### src/rtl/iic_byte_engine_if.sv
// iic_byte_engine_if: TX/RX FIFO handshake plus open-drain SCL/SDA pin bundle.
interface iic_byte_engine_if;
  logic [9:0] cmd_q;
  logic       cmd_rd;
  logic       cmd_empty;
  logic [8:0] rsp_data;
  logic       rsp_wr;
  logic       scl_i, scl_o, scl_t;
  logic       sda_i, sda_o, sda_t;
  modport master (input cmd_q, cmd_empty, scl_i, sda_i,
                  output cmd_rd, rsp_data, rsp_wr, scl_o, scl_t, sda_o, sda_t);
  modport slave (output cmd_q, cmd_empty, scl_i, sda_i,
                 input cmd_rd, rsp_data, rsp_wr, scl_o, scl_t, sda_o, sda_t);
endinterface

### src/rtl/iic_byte_engine.sv
// iic_byte_engine: byte-level I2C master between TX command FIFO and RX response FIFO.
// Optional clock stretching is enabled by defining IIC_CLK_STRETCH_EN.
module iic_byte_engine #(
  parameter real CLK_FREQ = 100e6,
  parameter real T_SSU    = 0.6e-6,
  parameter real T_SH     = 0.6e-6,
  parameter real T_DSU    = 1.3e-6,
  parameter real T_SCLH   = 0.9e-6,
  parameter real T_DH     = 0.3e-6,
  parameter real T_PSU    = 0.6e-6,
  parameter real T_PH     = 0.7e-6
) (
  input  logic               csi_clk,
  input  logic               csi_reset_n,
  iic_byte_engine_if.master  bus,
  output logic               busy,
  output logic               bus_owned
);
  function automatic int cycles(real t);
    return (int'(t * CLK_FREQ) < 1) ? 1 : int'(t * CLK_FREQ);
  endfunction
  localparam int N_SSU  = cycles(T_SSU);
  localparam int N_SH   = cycles(T_SH);
  localparam int N_DSU  = cycles(T_DSU);
  localparam int N_SCLH = cycles(T_SCLH);
  localparam int N_DH   = cycles(T_DH);
  localparam int N_PSU  = cycles(T_PSU);
  localparam int N_PH   = cycles(T_PH);
  if (N_SSU > 1023 || N_SH > 1023 || N_DSU > 1023 || N_SCLH > 1023 ||
      N_DH > 1023 || N_PSU > 1023 || N_PH > 1023) begin : g_range_err
    $error("iic_byte_engine: phase cycle count exceeds 10-bit counter");
  end
  localparam logic [9:0] C_SSU  = 10'(N_SSU - 1);
  localparam logic [9:0] C_SH   = 10'(N_SH - 1);
  localparam logic [9:0] C_DSU  = 10'(N_DSU - 1);
  localparam logic [9:0] C_SCLH = 10'(N_SCLH - 1);
  localparam logic [9:0] C_DH   = 10'(N_DH - 1);
  localparam logic [9:0] C_PSU  = 10'(N_PSU - 1);
  localparam logic [9:0] C_PH   = 10'(N_PH - 1);

  typedef enum logic [3:0] {
    IDLE, FETCH, DECODE, SSU, SH, DSU, SCLH, DH, HOLD, RS_LOW, PLOW, PSU, PH
  } state_t;

  state_t     state_q, state_d;
  logic [9:0] cnt_q, cnt_d;
  logic [3:0] bit_q, bit_d;
  logic [7:0] arg_q, arg_d, sh_q, sh_d;
  logic [8:0] rsp_q, rsp_d;
  logic       rd_q, rd_d, own_q, own_d, scl_q, scl_d, sda_q, sda_d;
  logic       hold_cnt, done, lvl;

`ifdef IIC_CLK_STRETCH_EN
  assign hold_cnt = ~bus.scl_i && (state_q == SSU || state_q == SCLH || state_q == PSU);
`else
  logic unused_scl;
  assign unused_scl = bus.scl_i;
  assign hold_cnt = 1'b0;
`endif
  assign done = cnt_q == '0 && !hold_cnt;

  always_comb begin
    state_d = state_q;
    cnt_d   = (hold_cnt || cnt_q == '0) ? cnt_q : cnt_q - 10'd1;
    bit_d   = bit_q;
    arg_d   = arg_q;
    rd_d    = rd_q;
    own_d   = own_q;
    sh_d    = sh_q;
    rsp_d   = rsp_q;
    case (state_q)
      IDLE:   if (!bus.cmd_empty) state_d = FETCH;
      FETCH:  state_d = DECODE;
      DECODE: begin
        arg_d = bus.cmd_q[7:0];
        rd_d  = bus.cmd_q[9:8] == 2'b10;
        bit_d = '0;
        cnt_d = C_DSU;
        if (!own_q) begin
          state_d = bus.cmd_q[9:8] == 2'b01 ? SSU : IDLE;
          cnt_d   = C_SSU;
        end else if (bus.cmd_q[9:8] == 2'b01) state_d = RS_LOW;
        else if (bus.cmd_q[9:8] == 2'b11) state_d = PLOW;
        else state_d = DSU;
      end
      SSU:    if (done) begin state_d = SH; cnt_d = C_SH; own_d = 1'b1; end
      SH:     if (done) begin state_d = DSU; cnt_d = C_DSU; end
      DSU:    if (done) begin state_d = SCLH; cnt_d = C_SCLH; end
      SCLH:   if (done) begin
        state_d = DH;
        cnt_d   = C_DH;
        sh_d    = {sh_q[6:0], bus.sda_i};
        if (bit_q == 4'd8) rsp_d = rd_q ? {arg_q[0], sh_q} : {bus.sda_i, arg_q};
      end
      DH:     if (done) begin
        state_d = bit_q == 4'd8 ? HOLD : DSU;
        bit_d   = bit_q + 4'd1;
        cnt_d   = C_DSU;
      end
      HOLD:   if (!bus.cmd_empty) state_d = FETCH;
      RS_LOW: if (done) begin state_d = SSU; cnt_d = C_SSU; end
      PLOW:   if (done) begin state_d = PSU; cnt_d = C_PSU; end
      PSU:    if (done) begin state_d = PH; cnt_d = C_PH; own_d = 1'b0; end
      PH:     if (done) state_d = IDLE;
      default: state_d = IDLE;
    endcase
  end

  // Pin levels are registered from the next state so they never glitch.
  always_comb begin
    lvl   = bit_d[3] ? (rd_d ? arg_d[0] : 1'b1) : (rd_d | arg_d[~bit_d[2:0]]);
    scl_d = !(state_d inside {DSU, DH, HOLD, RS_LOW, PLOW} ||
              (state_d inside {FETCH, DECODE} && own_d));
    sda_d = state_d inside {SH, PLOW, PSU} ? 1'b0 :
            state_d inside {DSU, SCLH, DH} ? lvl : 1'b1;
  end

  always_ff @(posedge csi_clk) begin
    if (!csi_reset_n) begin
      state_q <= IDLE;
      cnt_q   <= '0;
      bit_q   <= '0;
      arg_q   <= '0;
      sh_q    <= '0;
      rsp_q   <= '0;
      rd_q    <= 1'b0;
      own_q   <= 1'b0;
      scl_q   <= 1'b1;
      sda_q   <= 1'b1;
    end else begin
      state_q <= state_d;
      cnt_q   <= cnt_d;
      bit_q   <= bit_d;
      arg_q   <= arg_d;
      sh_q    <= sh_d;
      rsp_q   <= rsp_d;
      rd_q    <= rd_d;
      own_q   <= own_d;
      scl_q   <= scl_d;
      sda_q   <= sda_d;
    end
  end

  assign bus.cmd_rd   = state_q == FETCH;
  assign bus.rsp_wr   = state_q == DH && bit_q == 4'd8 && cnt_q == '0;
  assign bus.rsp_data = rsp_q;
  assign bus.scl_o    = 1'b0;
  assign bus.sda_o    = 1'b0;
  assign bus.scl_t    = scl_q;
  assign bus.sda_t    = sda_q;
  assign busy         = state_q != IDLE;
  assign bus_owned    = own_q;
endmodule
### src/flat_wrapper.sv
// flat-port wrapper written by rule: the top's interface ports become plain ports
module iic_byte_engine_flat 
#(
  parameter real CLK_FREQ = 100e6,
  parameter real T_SSU    = 0.6e-6,
  parameter real T_SH     = 0.6e-6,
  parameter real T_DSU    = 1.3e-6,
  parameter real T_SCLH   = 0.9e-6,
  parameter real T_DH     = 0.3e-6,
  parameter real T_PSU    = 0.6e-6,
  parameter real T_PH     = 0.7e-6
)
  (csi_clk, csi_reset_n, busy, bus_owned, bus_cmd_q, bus_cmd_empty, bus_scl_i, bus_sda_i, bus_cmd_rd, bus_rsp_data, bus_rsp_wr, bus_scl_o, bus_scl_t, bus_sda_o, bus_sda_t);
  iic_byte_engine_if bus_i ();
  input  logic csi_clk;
  input  logic csi_reset_n;
  output logic busy;
  output logic bus_owned;
  input wire logic [$bits(bus_i.cmd_q)-1:0] bus_cmd_q;
  input wire logic [$bits(bus_i.cmd_empty)-1:0] bus_cmd_empty;
  input wire logic [$bits(bus_i.scl_i)-1:0] bus_scl_i;
  input wire logic [$bits(bus_i.sda_i)-1:0] bus_sda_i;
  output wire logic [$bits(bus_i.cmd_rd)-1:0] bus_cmd_rd;
  output wire logic [$bits(bus_i.rsp_data)-1:0] bus_rsp_data;
  output wire logic [$bits(bus_i.rsp_wr)-1:0] bus_rsp_wr;
  output wire logic [$bits(bus_i.scl_o)-1:0] bus_scl_o;
  output wire logic [$bits(bus_i.scl_t)-1:0] bus_scl_t;
  output wire logic [$bits(bus_i.sda_o)-1:0] bus_sda_o;
  output wire logic [$bits(bus_i.sda_t)-1:0] bus_sda_t;
  assign bus_i.cmd_q = bus_cmd_q;
  assign bus_i.cmd_empty = bus_cmd_empty;
  assign bus_i.scl_i = bus_scl_i;
  assign bus_i.sda_i = bus_sda_i;
  assign bus_cmd_rd = bus_i.cmd_rd;
  assign bus_rsp_data = bus_i.rsp_data;
  assign bus_rsp_wr = bus_i.rsp_wr;
  assign bus_scl_o = bus_i.scl_o;
  assign bus_scl_t = bus_i.scl_t;
  assign bus_sda_o = bus_i.sda_o;
  assign bus_sda_t = bus_i.sda_t;
  iic_byte_engine #(.CLK_FREQ(CLK_FREQ), .T_SSU(T_SSU), .T_SH(T_SH), .T_DSU(T_DSU), .T_SCLH(T_SCLH), .T_DH(T_DH), .T_PSU(T_PSU), .T_PH(T_PH)) u_core (.csi_clk(csi_clk), .csi_reset_n(csi_reset_n), .bus(bus_i), .busy(busy), .bus_owned(bus_owned));
endmodule
### config.mk
export PLATFORM = sky130hd
export DESIGN_NAME = iic_byte_engine_flat
export DESIGN_NICKNAME = d
export VERILOG_FILES = /design/src/rtl/iic_byte_engine_if.sv /design/src/rtl/iic_byte_engine.sv /design/src/flat_wrapper.sv
export SDC_FILE = /design/constraint.sdc
export NUM_CORES = 1
export LEC_CHECK = 0
export BUFFER_PORTS_ARGS = -buffer_cell sky130_fd_sc_hd__buf_2
export CAP_MARGIN = 40
export CORE_MARGIN = 10
export CORE_UTILIZATION = 60
export CTS_BUF_LIST = sky130_fd_sc_hd__clkbuf_4 sky130_fd_sc_hd__clkbuf_8
export CTS_CLUSTER_DIAMETER = 30
export CTS_CLUSTER_SIZE = 8
export DETAILED_ROUTE_END_ITERATION = 8
export HOLD_SLACK_MARGIN = 0.08
export PLACE_DENSITY = 0.88
export SKIP_CTS_REPAIR_TIMING = 1
export SLEW_MARGIN = 5
export SYNTH_ARGS = -nofsm -noshare
export SYNTH_HDL_FRONTEND = slang
export SYNTH_SLANG_ARGS = --single-unit
### constraint.sdc
create_clock -name csi_clk -period 2.9 [get_ports csi_clk]
set_input_delay 0.145 -clock csi_clk [delete_from_list [all_inputs] [get_ports csi_clk]]
set_output_delay 0.145 -clock csi_clk [all_outputs]
set_load 0.01 [all_outputs]
==> metrics.txt <==
Crit. End Element=flip-flop; die height=between 80 and 90 microns; peak supply drop=roughly 0.45 mV; hold depth=3; Crit Path Max Fanout=20; FF/Latch Area=between 900 and 1000 sq um; outcome=finished, final reports clean; Pwr Density=roughly 740 nW/um^2; area growth from synthesis to layout=11.0%; sequential area share after synthesis=33.8%; Avg Cell Area, Syn=slightly below 8 sq um; GRT Overall Usage=around 18%; Std-Cell Rows=24; Fin. Hold Viols=0; vias per inst=~6.2; WL final=approximately 7000 microns; vias in the first global route=roughly 2500; cells after synthesis=362; main flop type after synthesis=dfxtp_1; CP required=a little over 3 ns; post-layout min period=around 2.7 ns; Area after DPL=2950 sq um; # IOs=32; Post-DRT Antenna Nets=0; RR Startpoint=u_core.cnt_q[0]; Final HPWL DP=around 5000 microns; clk slew on worst S/H paths=0.09 ns; port bufs=28; H-Tree Depth=2; clock sink count=47; largest net degree at the start of global routing=24; global-route wire length before repair=11400 microns; GP Congestion=between 0.8 and 0.9; layout cells sized above 1=between 10% and 20%; #FFs+latches synth=47; Tcrit/Tclk final=93.5%; Worst Setup Start Kind=flip-flop; layout net count=approximately 410; Netlist Area Pre-Place=roughly 2800 sq um; Post-synth EDFFs=0; Hold Startpoint=bus_cmd_q[4]; clk buf depth=2; Yosys top cell by area=dfxtp_1; setup TNS=0 ns; Static Leak=roughly 1.1 nW; Post-Layout Cell Count=439; Root Buffer=clkbuf_8; Async SR Flop Fraction=0%; total CTS buffers=5; footprint of the multi-input gates=between 1500 and 2000 sq um; Worst-Margin Slew=about 0.72 ns; Unique masters post-synth=58; antenna cells=0; clk_lat worst skew=between 0.3 and 0.4 ns; fmax=around 370 MHz; ranking of synthesized cells by area=dfxtp_1 (34%), a21oi_1 (6.5%), nand2_1 (6.5%), mux2i_1 (5.7%), nor2_1 (5.5%); clock skew=approximately 0.013 ns; top-area cell type share of the netlist area=approximately 34%; reg2reg setup slack=0.19 ns; initial antenna violation count=0; yosys warns=0; Worst slew margin=between 50% and 60%; Chip Width=roughly 88 microns; GR Overflow Total=0; max-cap violations=0; min-delay worst type=primary input to flip-flop; Routed WL per cell=16.0 microns; number of setup violations in the final report=0; initial core utilization=a little over three fifths; placed insts=between 400 and 500; reg2reg end=u_core.bus.sda_t; drt pass-1 iters=4; hold path endpoint=u_core.arg_q[4]; DRC Markers=0; crit path DAT=about 2.9 ns; Pins Over Slew Limit=0; RSZ-0062 raised after global routing=false; cell area after layout=3100 sq um; Crit Path Category=flip-flop to flip-flop; Vias=between 2000 and 3000; Die Area=roughly 7800 sq um; core footprint=around 4400 sq um; Starting DRT DRC Count=roughly 190; worst-case reg-to-reg path depth=11; CTS tree=yes; fill count=roughly 370
-- worst max path at each step --
stage / start / end / slack [ns]
after floorplan: u_core.cnt_q[0] / u_core.bus.sda_t / 0.51
after global placement: u_core.cnt_q[0] / u_core.bus.sda_t / 0.32
after detailed placement: u_core.cnt_q[0] / u_core.bus.sda_t / 0.21
after CTS: u_core.cnt_q[0] / u_core.bus.sda_t / 0.19
after global routing: u_core.bit_q[0] / u_core.bus.scl_t / 0.02
final: u_core.cnt_q[0] / u_core.bus.sda_t / 0.19
-- worst max-delay path: stages, from the launching register on --
cell,delay [ns]
dfxtp_1,0.36
inv_1,0.07
ha_1,0.23
nor4b_2,0.19
and3_4,0.25
inv_1,0.13
buf_4,0.27
o21ai_0,0.13
o311a_1,0.20
or4b_1,0.53
a21oi_1,0.14
a41oi_1,0.07
-- cell families (layout without fill, tap and decap cells) --
| group | count (synthesis) | count (layout) | share of synthesized area, % |
|---|---|---|---|
| compound gates | 101 | 101 | 22.7 |
| simple gates | 151 | 151 | 27.7 |
| xor+xnor | 4 | 4 | 1.26 |
| other cells | 1 | 2 | 0.135 |
| mux | 20 | 20 | 7.36 |
| flops | 47 | 47 | 33.8 |
| buf+inv | 34 | 58 | 5.34 |
| fa+ha+maj | 4 | 4 | 1.80 |
-- synthesized netlist by cell type (2+ instances only) --
| cell | count |
|---|---|
| ha_1 | 4 |
| and3b_1 | 2 |
| xnor2_1 | 4 |
| buf_2 | 2 |
| a211oi_1 | 14 |
| a2111oi_0 | 4 |
| nor3_1 | 12 |
| clkbuf_1 | 14 |
| buf_1 | 2 |
| o21ai_0 | 23 |
| nand2_1 | 48 |
| nor2_1 | 41 |
| o21a_1 | 2 |
| nor4b_1 | 2 |
| o211ai_1 | 2 |
| nand4_1 | 4 |
| mux2_2 | 4 |
| a21oi_1 | 36 |
| or3_1 | 6 |
| and2_1 | 3 |
| dfxtp_1 | 47 |
| a21boi_0 | 4 |
| nand3_1 | 9 |
| buf_4 | 3 |
| nor2b_1 | 5 |
| mux2i_1 | 16 |
| a31oi_1 | 3 |
| nand2b_1 | 3 |
| inv_1 | 12 |
| o22ai_1 | 2 |
| nand3b_1 | 2 |
-- area by class of cell --
cell class | instances | area share [%]
repair buffers | 38 | 7.19
flip-flops and latches | 47 | 30.4
clock inverters | 3 | 1.50
clock buffers | 5 | 2.22
multi-input cells | 282 | 55.1
inverters | 12 | 1.46
well taps | 52 | 2.10
-- stage by stage --
step | util, % | total power, mW | hold WS, ns | worst slack [ns]
floorplan | - | 1.59 | 0.226 | 0.513
global placement | 66.7 | 1.74 | 0.388 | 0.325
detailed placement | 66.7 | 1.78 | 0.392 | 0.211
CTS | 69.3 | 2.28 | 0.0677 | 0.190
global route | 70.1 | 2.45 | 0.0865 | 0.0206
finish | 70.1 | 2.30 | 0.0783 | 0.189
-- sequential cells by signal, indices dropped and copies added, names as in the netlist --
signal,count
u_core.bus.scl_t,1
u_core.arg_q,8
u_core.state_q,4
u_core.cnt_q,10
u_core.sh_q,8
u_core.bus_owned,1
u_core.bit_q,4
u_core.rd_q,1
u_core.bus.sda_t,1
u_core.bus.rsp_data,9
-- placed cells by master, fill, tap and decap left out, types with 5 or more instances in the layout --
master	Yosys	final
a21oi_1	36	36
nor2b_1	5	5
nand3_1	9	9
dfxtp_1	47	47
inv_1	12	12
clkbuf_8	0	5
o21ai_0	23	23
nand2_1	48	48
buf_2	2	28
buf_4	3	7
a211oi_1	14	14
nor2_1	41	41
mux2i_1	16	16
nor3_1	12	11
or3_1	6	6
-- per-layer routing --
| metal | global-route usage, % | vias up | part of all wire, % |
|---|---|---|---|
| met2 | 29.3 | 112 | 49 |
| met1 | 22.0 | 1260 | 43 |
| met4 | 5.99 | 0 | 1.3 |
| met5 | 0 | - | 0 |
| met3 | 4.27 | 15 | 7.1 |
| li1 | - | 1344 | - |
-- power breakdown --
part           switching, mW  leakage (nW)  internal [mW]
Clock                  0.238        0.0548          0.260
Combinational          0.585         0.706          0.400
Sequential             0.103         0.381          0.718
Note: power is estimated with default switching activity, not from simulation.
